**src/rtl/vga_pkg.sv**
```systemverilog
// vga_pkg: shared timing constants, counter width and pixel colour type
// for the 640x480 @ 60 Hz VGA timing generator.
package vga_pkg;

   localparam int H_VISIBLE = 640;
   localparam int H_FRONT   = 16;
   localparam int H_SYNC    = 96;
   localparam int H_BACK    = 48;
   localparam int H_TOTAL   = 800;

   localparam int V_VISIBLE = 480;
   localparam int V_FRONT   = 10;
   localparam int V_SYNC    = 2;
   localparam int V_BACK    = 33;
   localparam int V_TOTAL   = 525;

   localparam int CNT_W     = 10;

   typedef struct packed {
      logic [3:0] r;
      logic [3:0] g;
      logic [3:0] b;
   } rgb12_t;

endpackage

```
**src/rtl/vga_pattern.sv**
```systemverilog
// vga_pattern: combinational colour-bar generator. Eight 80-pixel bars;
// bar index bits 2/1/0 drive red/green/blue fully on. Black outside the
// active area.
module vga_pattern
   import vga_pkg::*;
#(
   parameter int V_VIS = V_VISIBLE
) (
   input  logic [CNT_W-1:0] count_h,
   input  logic [CNT_W-1:0] count_v,
   input  logic             active,
   output rgb12_t           rgb
);

   logic [2:0] bar_s;
   logic       show_s;

   // Decode the bar index and blank the colour outside visible video
   always_comb begin
      bar_s  = 3'(count_h / 10'd80);
      // Row check repeats the active qualifier so a bad active input can never
      // light pixels in the vertical blanking interval.
      show_s = active && (count_v < 10'(V_VIS));
      if (show_s) begin
         rgb.r = bar_s[2] ? 4'hF : 4'h0;
         rgb.g = bar_s[1] ? 4'hF : 4'h0;
         rgb.b = bar_s[0] ? 4'hF : 4'h0;
      end else begin
         rgb = rgb12_t'(12'h000);
      end
   end

endmodule

```
**src/rtl/vga_core.sv**
```systemverilog
// vga_core: free-running VGA timing generator with colour-bar test pattern.
// Counters sweep 800 x 525 pixel clocks; sync and colour are registered one
// clock behind the counters. Define VGA_SYNC_POSITIVE_EN for active-high
// sync pulses (idle and reset level 0); default is active-low sync.
module vga_core #(
   parameter int H_VISIBLE = vga_pkg::H_VISIBLE,
   parameter int H_FRONT   = vga_pkg::H_FRONT,
   parameter int H_SYNC    = vga_pkg::H_SYNC,
   parameter int H_BACK    = vga_pkg::H_BACK,
   parameter int V_VISIBLE = vga_pkg::V_VISIBLE,
   parameter int V_FRONT   = vga_pkg::V_FRONT,
   parameter int V_SYNC    = vga_pkg::V_SYNC,
   parameter int V_BACK    = vga_pkg::V_BACK
) (
   input  logic clk,
   input  logic rst,
   output logic r0,
   output logic r1,
   output logic r2,
   output logic r3,
   output logic g0,
   output logic g1,
   output logic g2,
   output logic g3,
   output logic b0,
   output logic b1,
   output logic b2,
   output logic b3,
   output logic hs,
   output logic vs
);

   localparam int W = vga_pkg::CNT_W;

   localparam logic [W-1:0] H_VIS_L  = W'(H_VISIBLE);
   localparam logic [W-1:0] HS_START = W'(H_VISIBLE + H_FRONT);
   localparam logic [W-1:0] HS_END   = W'(H_VISIBLE + H_FRONT + H_SYNC - 1);
   localparam logic [W-1:0] H_LAST   = W'(H_VISIBLE + H_FRONT + H_SYNC + H_BACK - 1);
   localparam logic [W-1:0] V_VIS_L  = W'(V_VISIBLE);
   localparam logic [W-1:0] VS_START = W'(V_VISIBLE + V_FRONT);
   localparam logic [W-1:0] VS_END   = W'(V_VISIBLE + V_FRONT + V_SYNC - 1);
   localparam logic [W-1:0] V_LAST   = W'(V_VISIBLE + V_FRONT + V_SYNC + V_BACK - 1);

`ifdef VGA_SYNC_POSITIVE_EN
   localparam logic SYNC_ON = 1'b1;
`else
   localparam logic SYNC_ON = 1'b0;
`endif
   localparam logic SYNC_IDLE = ~SYNC_ON;

   logic [W-1:0]    count_h_r;
   logic [W-1:0]    count_v_r;
   logic            active_s;
   logic            hs_on_s;
   logic            vs_on_s;
   vga_pkg::rgb12_t rgb_s;
   vga_pkg::rgb12_t rgb_r;
   logic            hs_r;
   logic            vs_r;

   // Pixel/line counters; any out-of-range value wraps to 0 on the next clock
   always_ff @(posedge clk or negedge rst) begin
      if (!rst) begin
         count_h_r <= 10'd0;
         count_v_r <= 10'd0;
      end else if (count_h_r >= H_LAST) begin
         count_h_r <= 10'd0;
         count_v_r <= (count_v_r >= V_LAST) ? 10'd0 : count_v_r + 10'd1;
      end else begin
         count_h_r <= count_h_r + 10'd1;
         count_v_r <= (count_v_r > V_LAST) ? 10'd0 : count_v_r;
      end
   end

   // Decode active video and sync windows from the current counter values
   always_comb begin
      active_s = (count_h_r < H_VIS_L) && (count_v_r < V_VIS_L);
      hs_on_s  = (count_h_r >= HS_START) && (count_h_r <= HS_END);
      vs_on_s  = (count_v_r >= VS_START) && (count_v_r <= VS_END);
   end

   vga_pattern #(
      .V_VIS   (V_VISIBLE)
   ) u_pattern (
      .count_h (count_h_r),
      .count_v (count_v_r),
      .active  (active_s),
      .rgb     (rgb_s)
   );

   // Output registers: colour and sync lag the counters by one clock
   always_ff @(posedge clk or negedge rst) begin
      if (!rst) begin
         rgb_r <= vga_pkg::rgb12_t'(12'h000);
         hs_r  <= SYNC_IDLE;
         vs_r  <= SYNC_IDLE;
      end else begin
         rgb_r <= rgb_s;
         hs_r  <= hs_on_s ? SYNC_ON : SYNC_IDLE;
         vs_r  <= vs_on_s ? SYNC_ON : SYNC_IDLE;
      end
   end

   assign r0 = rgb_r.r[0];
   assign r1 = rgb_r.r[1];
   assign r2 = rgb_r.r[2];
   assign r3 = rgb_r.r[3];
   assign g0 = rgb_r.g[0];
   assign g1 = rgb_r.g[1];
   assign g2 = rgb_r.g[2];
   assign g3 = rgb_r.g[3];
   assign b0 = rgb_r.b[0];
   assign b1 = rgb_r.b[1];
   assign b2 = rgb_r.b[2];
   assign b3 = rgb_r.b[3];
   assign hs = hs_r;
   assign vs = vs_r;

endmodule

```
**config.mk**
```make
export PLATFORM = sky130hd
export DESIGN_NAME = vga_core
export DESIGN_NICKNAME = d
export VERILOG_FILES = /design/src/rtl/vga_pkg.sv /design/src/rtl/vga_pattern.sv /design/src/rtl/vga_core.sv
export SDC_FILE = /design/constraint.sdc
export NUM_CORES = 1
export LEC_CHECK = 0
export BUFFER_PORTS_ARGS = -buffer_cell sky130_fd_sc_hd__buf_2
export CORE_MARGIN = 8
export CORE_UTILIZATION = 55
export DETAILED_ROUTE_END_ITERATION = 10
export PLACE_DENSITY_LB_ADDON = 0.08
export SKIP_LAST_GASP = 1
export SYNTH_ARGS = -nofsm -noshare
export SYNTH_HDL_FRONTEND = slang
export SYNTH_SLANG_ARGS = --single-unit
```
**constraint.sdc**
```tcl
create_clock -name clk -period 3.15 [get_ports clk]
set_input_delay 0.315 -clock clk [delete_from_list [all_inputs] [get_ports clk]]
set_output_delay 0.315 -clock clk [all_outputs]
set_load 0.01 [all_outputs]
```
==> reports/results.ini, run 1 <==
[timing]
tns_ns=0
clock_skew_ns=0.00384
drv_slew=0
max_freq_ghz=0.496
rsz0062_at_grt=false
hold_violations=0
post-route-period-util_pct=64.0
min_period_ns=2.02
tightest_slew_ns=0.746
setup_violations=0
slew_headroom_pct=50.1
finalWorstSetupSlack_ns=1.13

[worst_hold_path]
min_path_type=input port to async pin

[setup_path]
worstSetupStartpointType=register
crit_chain=ha_1 > nand3_1 > o21bai_4 > o21bai_2 > a31oi_1
cpPeakStageDelay_ns=0.54
worst_ep_required_time_ns=3.35
critPathSlowestCell=o21bai_4
cp_top_family=compound AO/OA/AOI/OAI gates
end_kind=register
crit_arrival_ns=2.22
reg2reg_slack_ns=1.13
crit_fanout=25
cp.buffers_inverters=0
crit_type=register to register
critPathLaunch=count_h_r[0]
r2r-start=count_h_r[0]

[power]
p_leak_nw=0.703
ir_drop_v=0.000256
powerDensity_nw_per_um2=299

[logic_synthesis]
synth_xor_area_share_pct=3.92
synth-edff-count=0
synth_top_family_by_area=compound AO/OA/AOI/OAI gates
syn_nets=183
yosys_warnings=0
synth-compound-area-share_pct=21.9
ys_seq_area_share_pct=40.2
synth-seq-cells=25
ys.flop_type=dfrtp_1
syn_area_sq_um=1560
syn_inst=177
synthMuxAreaShare_pct=0
postSynthAreaPerCell_sq_um=8.83
yosys.cell_types.count=46
yosys.area_share.adder_pct=3.84
yosys.area_share.simple_pct=19.9
async_reset_ff_share_pct=100

[global_route]
grt_max_degree=26
grt_overflow=0
antenna_found_initial=0
grt.busiest_layer=met2
grt_util_met2_pct=21.8
grt_first_pass_wirelength_mm=5.56
grtUsageTotal_pct=13.1
grt_pass1_vias=1236
gr-usage-met1_pct=16.2
grtUsageMet3_pct=3.29

[placed_design]
pre_cts_slack_ns=1.17
routabilityCongestion=0.808
port-buffer-count=15
hpwl_mm=2.15

[layout]
antennaDiodeCount=0
layout.nets=185
drive_gt1_share_pct=15.7
multi_input_area_sq_um=774
fill_cells=235
area.growth.synth_to_final_pct=2.48
regArea_sq_um=628

[floorplanning]
ios=16
rows=19
die_w_microns=69.3
die_y_microns=69.3
initial_utilization_pct=57.2
die_area_sq_um=4800
coreArea_sq_um=2730

[flow_run]
maxCapViolCount=0

[cts]
cts_inserted_buffers=3
cts-root-buf=clkbuf_4
cts_resized=0
clkLatencyLatePin_ns=0.32
htreeDepth=1
cts_tree=yes
clock-sinks=25
clockBufferDepth=2
clkTransAtPathRegs_ns=0.14

[route]
dr.pass1.iters=4
num_vias=1277
drtAntennaViolNets=0
drc=0
avgRoutedWirePerCell_microns=14.8
wirelength_mm=3.09
viasPerCell=6.11
first_iter_violations=114

[outcome]
status=completed

## flip-flops by register name (all words and copies together) (netlist names)
signal,count
g2,1
b2,1
r2,1
count_v_r,10
hs,1
count_h_r,10
vs,1
## final cells by class
type | instances | share of cell area, %
sequential | 25 | 39.2
inverter | 12 | 2.81
multi-input combinational | 121 | 48.4
clock inverter | 1 | 0.469
timing repair buffer | 16 | 5.31
tap | 31 | 2.42
clock buffer | 3 | 1.41
## logic make-up (layout without fill, tap and decap cells)
group                      after synthesis  after routing
AOI/OAI and AO/OA                       45             45
adders and majority gates                5              5
DFF                                     25             25
and+or+nand+nor                         64             64
buffers and inverters                   31             32
xor gates and xnor gates                 7              7
## layout by cell type, fill, tap and decap left out, drive strengths merged, types with 2 or more instances in the layout
cell / netlist / final
a31oi: 14 / 14
nor2: 20 / 20
a21oi: 6 / 6
or3: 2 / 2
o21bai: 2 / 2
xnor2: 6 / 6
nor2b: 4 / 4
o211ai: 3 / 3
nand2: 11 / 11
o21ai: 6 / 6
inv: 12 / 12
clkbuf: 7 / 3
o22ai: 2 / 2
ha: 4 / 4
nor3: 5 / 5
nand4: 2 / 2
nand3: 12 / 12
buf: 12 / 15
dfrtp: 23 / 23
a22oi: 2 / 2
dfstp: 2 / 2
## synthesized netlist by cell type (2+ instances only)
cell	n	area share, %
o21ai_1	2	0.64
o211ai_1	3	1.4
a31oi_1	14	5.6
dfstp_2	2	3.4
nand3_1	12	3.8
ha_1	4	3.2
buf_2	2	0.64
a21oi_1	6	1.9
buf_4	9	4.3
nor2_1	20	4.8
o22ai_1	2	0.80
clkbuf_1	7	1.7
xnor2_1	6	3.4
nand2_1	11	2.6
nor3_1	5	1.6
nand4_1	2	0.80
inv_1	12	2.9
dfrtp_1	23	37
nor2b_1	4	1.6
o21ai_0	4	1.3
a22oi_1	2	0.96
## power by group
part	leakage, nW	switching, mW	internal, mW
clock	0.0139	0.102	0.0486
sequential	0.328	0	0.321
combinational	0.361	0.00589	0.00125
## worst paths after layout
| kind | endpoint | depth (start not counted) |
|---|---|---|
| hold reg to reg | count_h_r[0] | 1 |
| setup / recovery | count_v_r[5] | 5 |
| setup reg to reg | count_v_r[5] | 5 |
| min in group clk | count_h_r[0] | 1 |
| hold / removal | count_v_r[6] | 2 |
| max in group asynchronous | vs | 2 |
## what timing repair did
action / 4_1_cts / 5_1_grt
hold buffers: 1 / 0
hold endpoints to repair: 23 / 0
buffers inserted: 0 / 0
## through the flow
step | instances | power, mW | util, % | hold slack (ns) | area (sq um)
2_1_floorplan | 177 | 0.327 | - | 0.0194 | 1560
3_3_place_gp | 204 | 0.334 | 57.1 | 0.327 | 1560
3_5_place_dp | 204 | 0.334 | 57.1 | 0.335 | 1560
4_1_cts | 209 | 0.489 | 58.6 | 0.494 | 1600
5_1_grt | 209 | 0.498 | 58.6 | 0.537 | 1600
6_report | 209 | 0.479 | 58.6 | 0.483 | 1600
## metal layers
| metal | routed length [microns] | vias to the layer above |
|---|---|---|
| met4 | 33 | 0 |
| li1 | - | 619 |
| met5 | 0 | - |
| met2 | 1440 | 34 |
| met1 | 1440 | 620 |
| met3 | 175 | 4 |
No activity file was read; power rests on OpenSTA's default activity.
==> inputs of run 2 (changes only) <==
Clock period 3.15 ns to 1.89 ns, I/O delays scaled along.
==> run 2 against run 1 <==
  * Utilization is 2.5 points higher
  * Cell area is 4.2% higher
  * Via count is 1.7% higher
  * Largest power group unchanged
==> reports/results.ini, run 2 (synthesis results as in run 1) <==
[route]
first_iter_violations=118
num_vias=1299
viasPerCell=5.96
drc=0
drtAntennaViolNets=0
dr.pass1.iters=4
wirelength_mm=3.08
avgRoutedWirePerCell_microns=14.1

[flow_run]
maxCapViolCount=0

[timing]
holdWs_ns=0.367
hold_violations=0
finalWorstSetupSlack_ns=0.0629
tns_ns=0
min_period_ns=1.83
tightest_slew_ns=0.565
post-route-period-util_pct=96.7
slew_headroom_pct=62.3
max_freq_ghz=0.547
clock_skew_ns=0.00528
setup_violations=0
rsz0062_at_grt=false
drv_slew=0

[floorplanning]
ios=16
rows=19
die_w_microns=69.3
initial_utilization_pct=57.2
die_y_microns=69.3
die_area_sq_um=4800
coreArea_sq_um=2730

[cts]
clkTransAtPathRegs_ns=0.14
htreeDepth=1
cts_tree=yes
clock-sinks=25
cts-root-buf=clkbuf_4
clockBufferDepth=2
cts_inserted_buffers=3
clkLatencyLatePin_ns=0.32

[layout]
drive_gt1_share_pct=19.8
antennaDiodeCount=0
layout_common_cells=dfrtp_1 (23), nor2_1 (20), buf_2 (15)
area.growth.synth_to_final_pct=6.81
mostFrequentLayoutCell=dfrtp_1
finalNonFillerCells=218
top_regs=count_h_r x10, count_v_r x10
layout.nets=194

[setup_path]
reg2reg_slack_ns=0.06
r2r_cells=4
worst_ep_required_time_ns=2.13
crit_arrival_ns=2.07
crit_type=register to register
r2r-start=count_v_r[5]
worstSetupStartpointType=register
worstReg2RegEnd=count_v_r[3]
crit_fanout=10
end_kind=register

[placed_design]
pre_cts_slack_ns=0.0894
routabilityCongestion=0.867
port-buffer-count=15
hpwl_mm=2.27
place_inst=213

[power]
powerDensity_nw_per_um2=476
total_power_uw=794
p_leak_nw=0.749
ir_drop_v=0.000483

[worst_hold_path]
min_path_type=input port to async pin

[global_route]
grt_pass1_vias=1227
grt_max_degree=26
grtUsageTotal_pct=13.0
grt_overflow=0
grt_first_pass_wirelength_mm=5.42
antenna_found_initial=0

[outcome]
status=completed

-- run 2: cell type report --
type                       instances  area [sq um]
clock buffer                       3          22.5
clock inverter                     1          7.51
fill                             246          1060
inverter                          12          45.0
multi-input combinational        121           774
sequential                        25           628
tap                               31          38.8
timing repair buffer              25           153
-- run 2: stage by stage --
step / area, sq um / utilization, %
after floorplan: 1560 / -
after global placement: 1630 / 59.6
after detailed placement: 1630 / 59.6
after CTS: 1670 / 61.1
after global routing: 1670 / 61.1
final: 1670 / 61.1
-- run 2: critical path, stage by stage (launching register included) --
cell,delay (ns)
dfrtp_1,0.47
or3_4,0.43
a2111oi_2,0.40
o21bai_2,0.23
o22ai_1,0.22
-- run 2: how the worst max path moves through the flow --
stage,start,end
after floorplan,count_v_r[5],count_v_r[8]
after global placement,count_v_r[5],count_v_r[6]
after detailed placement,count_v_r[5],count_v_r[3]
after CTS,count_v_r[5],count_v_r[3]
after global routing,count_v_r[5],count_v_r[3]
final,count_v_r[5],count_v_r[3]
-- run 2: timing repair --
item / in CTS / in global routing
hold endpoints to repair: 23 / 0
resized for setup: 0 / 0
hold buffers: 1 / 0
buffers inserted: 0 / 0
-- run 2: power by group --
part | internal [mW] | total [mW] | leakage, nW | switching, mW
clock network | 0.0809 | 0.247 | 0.0139 | 0.166
registers | 0.535 | 0.535 | 0.328 | 0
logic | 0.00207 | 0.0124 | 0.407 | 0.0103
total | 0.618 | 0.794 | 0.749 | 0.176
-- run 2: metal layers --
metal,global-route usage (%),wire (microns),part of all wire [%]
met1,16.1,1370,44
met2,21.4,1480,48
met3,3.00,196,6.4
met4,4.56,38,1.2
met5,0,0,0
